$ cat config.mk
export PLATFORM = sky130hd
export DESIGN_NAME = fifo_wr_ptr_gen_flat
export DESIGN_NICKNAME = d
export VERILOG_FILES = /design/src/rtl/fifo_wr_ptr_gen_if.sv /design/src/rtl/fifo_wr_ptr_gen.sv /design/src/flat_wrapper.sv
export SDC_FILE = /design/constraint.sdc
export NUM_CORES = 1
export LEC_CHECK = 0
export ABC_AREA = 1
export BUFFER_PORTS_ARGS = -buffer_cell sky130_fd_sc_hd__buf_4
export CAP_MARGIN = 15
export CORE_AREA = 3 3 40 42
export CTS_BUF_LIST = sky130_fd_sc_hd__clkbuf_8
export DETAILED_ROUTE_END_ITERATION = 10
export DIE_AREA = 0 0 43 45
export MAX_ROUTING_LAYER = met4
export PLACE_DENSITY = 0.76
export SLEW_MARGIN = 10
export SYNTH_ARGS = -nofsm -noshare
export SYNTH_HDL_FRONTEND = slang
export SYNTH_SLANG_ARGS = --single-unit
export TNS_END_PERCENT = 50
$ cat constraint.sdc
create_clock -name clk_in -period 2.6 [get_ports clk_in]
set_input_delay 0.52 -clock clk_in [delete_from_list [all_inputs] [get_ports clk_in]]
set_output_delay 0.52 -clock clk_in [all_outputs]
set_load 0.005 [all_outputs]
$ cat src/rtl/fifo_wr_ptr_gen_if.sv
// rtl/fifo_wr_ptr_gen_if.sv - write-side pointer/flag bundle for the dual-clock FIFO
interface fifo_wr_ptr_gen_if #(
    parameter int A_LENGTH = 3
);
    logic                  wr_en;
    logic                  clr_ovf;
    logic [A_LENGTH-1:0]   rd_ptr_gray_sync;
    logic [A_LENGTH-1:0]   wr_ptr_gray;
    logic [A_LENGTH-2:0]   wr_addr;
    logic                  mem_we;
    logic                  full;
    logic                  almost_full;
    logic [A_LENGTH-1:0]   wr_count;
    logic                  overflow;

    // Producer / testbench side
    modport master (
        output wr_en, clr_ovf, rd_ptr_gray_sync,
        input  wr_ptr_gray, wr_addr, mem_we, full, almost_full, wr_count, overflow
    );

    // Pointer generator side
    modport slave (
        input  wr_en, clr_ovf, rd_ptr_gray_sync,
        output wr_ptr_gray, wr_addr, mem_we, full, almost_full, wr_count, overflow
    );
endinterface

$ cat src/rtl/fifo_wr_ptr_gen.sv
// rtl/fifo_wr_ptr_gen.sv - write pointer, Gray publish and full/occupancy flags
module fifo_wr_ptr_gen #(
    parameter int A_LENGTH  = 3,
    parameter int AF_MARGIN = 1
) (
    input  logic              clk_in,
    input  logic              reset,
    fifo_wr_ptr_gen_if.slave  bus
);
    localparam int DEPTH = 2 ** (A_LENGTH - 1);
    localparam logic [A_LENGTH-1:0] DEPTH_V   = A_LENGTH'(DEPTH);
    localparam logic [A_LENGTH-1:0] AF_THRESH = A_LENGTH'(DEPTH - AF_MARGIN);

    logic [A_LENGTH-1:0] wr_bin;
    logic [A_LENGTH-1:0] wr_bin_next;
    logic [A_LENGTH-1:0] rd_bin;
    logic [A_LENGTH-1:0] count_next;
    logic [A_LENGTH-1:0] gray_q;
    logic [A_LENGTH-1:0] count_q;
    logic                full_q;
    logic                af_q;
    logic                ovf_q;
    logic                accept;

    // A write is taken only when there is room and the block is out of reset
    assign accept      = bus.wr_en & ~full_q & ~reset;
    assign wr_bin_next = wr_bin + {{(A_LENGTH-1){1'b0}}, accept};
    assign count_next  = wr_bin_next - rd_bin;

    // Gray-to-binary of the synchronized read pointer: running XOR from the MSB down
    always_comb begin
        rd_bin = '0;
        rd_bin[A_LENGTH-1] = bus.rd_ptr_gray_sync[A_LENGTH-1];
        for (int i = A_LENGTH - 2; i >= 0; i--) begin
            rd_bin[i] = rd_bin[i+1] ^ bus.rd_ptr_gray_sync[i];
        end
    end

    // Pointer, published Gray pointer and flags all update together from the next-state values
    always_ff @(posedge clk_in or posedge reset) begin
        if (reset) begin
            wr_bin  <= '0;
            gray_q  <= '0;
            count_q <= '0;
            full_q  <= 1'b0;
            af_q    <= 1'b0;
            ovf_q   <= 1'b0;
        end else begin
            wr_bin  <= wr_bin_next;
            gray_q  <= wr_bin_next ^ (wr_bin_next >> 1);
            count_q <= count_next;
            full_q  <= (count_next == DEPTH_V);
            af_q    <= (count_next >= AF_THRESH);
            // set dominates clear so a rejected write is never lost
            ovf_q   <= (bus.wr_en & full_q) | (ovf_q & ~bus.clr_ovf);
        end
    end

    assign bus.mem_we      = accept;
    assign bus.wr_addr     = wr_bin[A_LENGTH-2:0];
    assign bus.wr_ptr_gray = gray_q;
    assign bus.wr_count    = count_q;
    assign bus.full        = full_q;
    assign bus.almost_full = af_q;
    assign bus.overflow    = ovf_q;
endmodule
$ cat src/flat_wrapper.sv
// flat-port wrapper written by rule: the top's interface ports become plain ports
module fifo_wr_ptr_gen_flat 
#(
    parameter int A_LENGTH  = 3,
    parameter int AF_MARGIN = 1
)
  (clk_in, reset, bus_wr_en, bus_clr_ovf, bus_rd_ptr_gray_sync, bus_wr_ptr_gray, bus_wr_addr, bus_mem_we, bus_full, bus_almost_full, bus_wr_count, bus_overflow);
  fifo_wr_ptr_gen_if #(.A_LENGTH(A_LENGTH)) bus_i ();
  input  logic clk_in;
  input  logic reset;
  input wire logic [$bits(bus_i.wr_en)-1:0] bus_wr_en;
  input wire logic [$bits(bus_i.clr_ovf)-1:0] bus_clr_ovf;
  input wire logic [$bits(bus_i.rd_ptr_gray_sync)-1:0] bus_rd_ptr_gray_sync;
  output wire logic [$bits(bus_i.wr_ptr_gray)-1:0] bus_wr_ptr_gray;
  output wire logic [$bits(bus_i.wr_addr)-1:0] bus_wr_addr;
  output wire logic [$bits(bus_i.mem_we)-1:0] bus_mem_we;
  output wire logic [$bits(bus_i.full)-1:0] bus_full;
  output wire logic [$bits(bus_i.almost_full)-1:0] bus_almost_full;
  output wire logic [$bits(bus_i.wr_count)-1:0] bus_wr_count;
  output wire logic [$bits(bus_i.overflow)-1:0] bus_overflow;
  assign bus_i.wr_en = bus_wr_en;
  assign bus_i.clr_ovf = bus_clr_ovf;
  assign bus_i.rd_ptr_gray_sync = bus_rd_ptr_gray_sync;
  assign bus_wr_ptr_gray = bus_i.wr_ptr_gray;
  assign bus_wr_addr = bus_i.wr_addr;
  assign bus_mem_we = bus_i.mem_we;
  assign bus_full = bus_i.full;
  assign bus_almost_full = bus_i.almost_full;
  assign bus_wr_count = bus_i.wr_count;
  assign bus_overflow = bus_i.overflow;
  fifo_wr_ptr_gen #(.A_LENGTH(A_LENGTH), .AF_MARGIN(AF_MARGIN)) u_core (.clk_in(clk_in), .reset(reset), .bus(bus_i));
endmodule
After elaboration in Yosys (flattened, before gate mapping):

Cells that the tools add are included.

* add/subtract/negate cells: 2
* magnitude comparators: 1
* equality and inequality tests: 1
* bitwise logic cells: 11

Operators by type and width (number)
* $and A1 B1 Y1: 4
* $add A3 B1 Y3: 1
* $eq A3 B3 Y1 const B: 1
* $ge A3 B2 Y1 const B: 1
* $not A1 Y1: 3
* $sub A3 B3 Y3: 1
* $xor A3 B2 Y3: 1
* $xor A1 B1 Y1: 2
* $or A1 B1 Y1: 1

* flip-flop bits (word level): 12
* output and inout bits: 12
* logic and storage cells: 21

Depth between registers and ports, before layout:

* depth after elaboration: 6
* gate-level depth with buffers: 14
* depth with buffers taken out: 14

Least setup slack after synthesis:

OpenSTA, ideal clock, no wires.

* path type: input to register
* start point: in reset
* end point: reg u_core.full_q, in the netlist u_core.bus.full
* library setup time: 71 ps
* arrival time: 2365 ps
* required time: 2529 ps
* path slack: 163 ps
* cell stages on the path: 10
* buffers on the path: 0
* path through: inv_1 > nand2_1 > nor2_1 > ha_1 > inv_1 > ha_1 > inv_1 > fa_1 > or2_2 > nor2_1

* word-level cells in the longest chain between the ends: 5

RTL lines
* start, declared: RTL line flat_wrapper.sv:10 `input logic reset;`
* $not A1 Y1: RTL line fifo_wr_ptr_gen.sv:26 `assign accept = bus.wr_en & ~full_q & ~reset;`
* $and A1 B1 Y1: RTL line fifo_wr_ptr_gen.sv:26
* via bus_mem_we: RTL line flat_wrapper.sv:16 `output wire logic [$bits(bus_i.mem_we)-1:0] bus_mem_we;`
* $add A3 B1 Y3: RTL line fifo_wr_ptr_gen.sv:27 `assign wr_bin_next = wr_bin + {{(A_LENGTH-1){1'b0}}, accept};`
* via u_core.wr_bin_next[0]: RTL line fifo_wr_ptr_gen.sv:15 `logic [A_LENGTH-1:0] wr_bin_next;`
* $sub A3 B3 Y3: RTL line fifo_wr_ptr_gen.sv:28 `assign count_next = wr_bin_next - rd_bin;`
* via u_core.count_next[1]: RTL line fifo_wr_ptr_gen.sv:17 `logic [A_LENGTH-1:0] count_next;`
* $eq A3 B3 Y1: RTL line fifo_wr_ptr_gen.sv:52 `full_q <= (count_next == DEPTH_V);`
* end signal, assigned: RTL line fifo_wr_ptr_gen.sv:52
* end, declared: RTL line fifo_wr_ptr_gen.sv:20 `logic full_q;`

The timed path passes the listed nets, and every way through them passes these cells.

Worst setup path after layout:

* start point: in reset
* end point: reg u_core.full_q, in the netlist u_core.bus.full

* word-level cells in the longest chain between the ends: 5

RTL lines (RTL line)
* $not A1 Y1: fifo_wr_ptr_gen.sv:26
* $and A1 B1 Y1: fifo_wr_ptr_gen.sv:26
* $add A3 B1 Y3: fifo_wr_ptr_gen.sv:27
* via u_core.wr_bin_next[0]: fifo_wr_ptr_gen.sv:15
* $sub A3 B3 Y3: fifo_wr_ptr_gen.sv:28
* via u_core.count_next[1]: fifo_wr_ptr_gen.sv:17
* $eq A3 B3 Y1: fifo_wr_ptr_gen.sv:52

The timed path passes the listed nets, and every way through them passes these cells.

==> results.md <==
- Seq/Total Area, Yosys: 0.5432
- Gpl congestion: around 0.70
- Critical Path RT: around 2.8 ns
- Register area: about 280 um^2
- Drt pass-1 iters: 2
- Worst Clk Skew: approximately 0.00064 ns
- Buffers on Ports: 18
- Layout Cells excl Fill: 93
- Seq cells post-synth: 11
- Top_reg_cell synth: dfrtp_1
- Post-synth cell types: 10
- First-pass GRT wire length: 1566 um
- Core Rows: 13
- Synth async-reset ratio: 1.000
- Final slew viol count: 0
- Sequential Power Share: 0.349
- Cells after DPL: 89
- Via-per-instance ratio: between 4 and 5
- Post-CTS Repair Setup Buffers: 0
- Syn Nets: between 60 and 70
- Vias in the first global route: 363
- Ratio of cells with drive above 1 in the final layout: 0.2949
- Post-Syn Instances: 55
- Post-synth top cells: nand2_1, inv_1, dfrtp_1, ha_1
- Core area: between 1000 and 1500 um^2
- Final hold vios: 0
- Met3 Usage GRT: 0.03586
- Dominant cell type by area after synthesis: dfrtp_1
- Least-Margin Pin Slew: around 0.32 ns
- WHS: roughly 0.29 ns
- Place WS: 0.1949 ns
- Initial Util: 0.3944
- Detailed placement HPWL: between 800 and 900 um
- Initial antenna violation count: 0
- Final worst slack: approximately 0.45 ns
- CTS root buf: clkbuf_8
- Power share of the clock group: 0.190
- MaxCap Viol Count: 0
- Resized cells post-CTS: 0
- Arrival @ worst endpoint: around 2.3 ns
- Hold buffer count at cts: 0
- VDD IR max: 0.4813 mV
- Top cells by area, synth: dfrtp_1, nand2_1, inv_1
- EDFF count, synth: 0
- Final period util: 0.8281
- Most common cell in the netlist: nand2_1
- PD cells: around 1200 nW/um^2
- Psw: 0.2789 mW
- Setup Viol. Count Final: 0
- Iter 0 DRT Violations: 4
- Grt met2 use: 0.2096
- Pin count of the biggest net entering global routing: 12
- Vias: a little under 400
- Global route hottest layer: met2
- Wire per inst: just over 10 um
- I/O pin total: 19
- Setup TNS: 0 ns
- DRC Markers: 0
- Met1 Track Usage GR: 0.1148
- Clock Path Buffers: 2
- Drt total wl: ~960 um
- Mean post-synth cell area: ~9.2 um^2
- Ant diodes: 0
- Slew headroom: 0.7838
- CTS clk-pin slew, worst paths: ~0.050 ns
- Syn Std Cell Area: approximately 510 um^2
- CP Launch Type: input pin
- GRT Total Usage: 0.1242
- Area of the multi-input gates: around 180 um^2
- Worst hold path type: input pin to asynchronous set/reset pin
- Area of the die: between 1500 and 2000 um^2
- Combinational share of power: 0.461
- Final min period: ~2.2 ns
- Internal: roughly 0.56 mW
- Die Span Y: ~45 um
- RSZ-0062 raised after global routing: false
- Filler cells: 127
- Final ANT Viol Nets: 0
- Fmax: 0.4645 GHz
- Crit path max fanout: 3
- Total number of yosys warnings: 0
- DIE WIDTH: 43 um
- Kind of critical path: input pin to flop
- Post-synth top area share: 0.5432
- Nets: 90
- Worst-Skew Late Latency: 0.23 ns
- CTS tree: built
- Inserted Clock Buffers: 3
- Sink Count: 11
- Synth-to-layout area growth: 40.74%
- Leak Pwr: around 0.41 nW
- CTS H-tree depth: 1
- Switching Share: 0.3320
- Status: finished clean
- GRT overflow: 0
- Crit. End Element: flop
==> sequential cells by signal (all words and copies together), names as in the netlist <==
signal and flops:
u_core.bus.wr_count 3, u_core.bus.wr_ptr_gray 3, u_core.wr_bin 2, u_core.bus.almost_full 1, u_core.bus.full 1, u_core.bus.overflow 1
==> metal layers <==
metal | wire, um | vias up
li1 | - | 205
met1 | 336 | 160
met2 | 499 | 19
met3 | 89 | 4
met4 | 34 | 0
met5 | 0 | -
==> worst max-delay path, cell delays in order <==
cell	delay, ns
buf_4	0.11
inv_1	0.06
nand2_1	0.05
nor2_1	0.15
ha_1	0.29
inv_1	0.07
ha_1	0.14
inv_1	0.04
fa_1	0.47
or2_2	0.31
nor2_1	0.10
==> power by group through the flow <==
| stage | Sequential [mW] | Clock, mW | Combinational, mW |
|---|---|---|---|
| after floorplan | 0.300 | 0 | 0.207 |
| after global placement | 0.290 | 0 | 0.379 |
| after detailed placement | 0.296 | 0 | 0.395 |
| after CTS | 0.295 | 0.164 | 0.397 |
| after global routing | 0.303 | 0.172 | 0.445 |
| final | 0.293 | 0.160 | 0.387 |
==> cell type report <==
| class | count | area share |
|---|---|---|
| inverters | 13 | 0.06842 |
| flip-flops and latches | 11 | 0.3860 |
| well taps | 15 | 0.02632 |
| multi-input cells | 31 | 0.2561 |
| repair buffers | 19 | 0.2000 |
| clock buffers | 3 | 0.05789 |
| clock inverters | 1 | 0.005263 |
==> final timing paths <==
path                       cells past startpoint  slack [ns]             from                      to
hold reg to reg                                2        0.54  u_core.bus.full     u_core.bus.overflow
setup / recovery                              11        0.45            reset         u_core.bus.full
setup reg to reg                               8        0.55  u_core.bus.full         u_core.bus.full
min in group clk_in                            2        0.51      bus_clr_ovf     u_core.bus.overflow
max in group asynchronous                      3        2.17            reset  u_core.bus.almost_full
hold / removal                                 3        0.29            reset     u_core.bus.overflow
==> cells in the final DEF (no fill, tap or decap), types with 2 or more instances in the layout <==
master / synthesis / layout
nor2_1: 2 / 2
buf_4: 0 / 19
xnor2_1: 2 / 2
nand2_1: 19 / 19
clkbuf_8: 0 / 3
dfrtp_1: 11 / 11
inv_1: 13 / 14
xor2_1: 2 / 2
ha_1: 3 / 3
==> per-stage QoR <==
step	utilization	power, mW	area [um^2]
detailed placement	0.5200	0.6911	668.1
floorplan	-	0.5070	506.7
global route	0.5550	0.9202	713.2
global placement	0.5200	0.6684	668.1
CTS	0.5550	0.8561	713.2
finish	0.5550	0.8399	713.2
==> logic make-up after synthesis <==
family,after synthesis,synth area share
and+or+nand+nor,22,0.1679
buffers and inverters,13,0.09630
DFF,11,0.5432
xor gates and xnor gates,4,0.06915
adders and majority gates,4,0.1136
AOI/OAI and AO/OA,1,0.009867
Note: power is estimated with default switching activity, not from simulation.
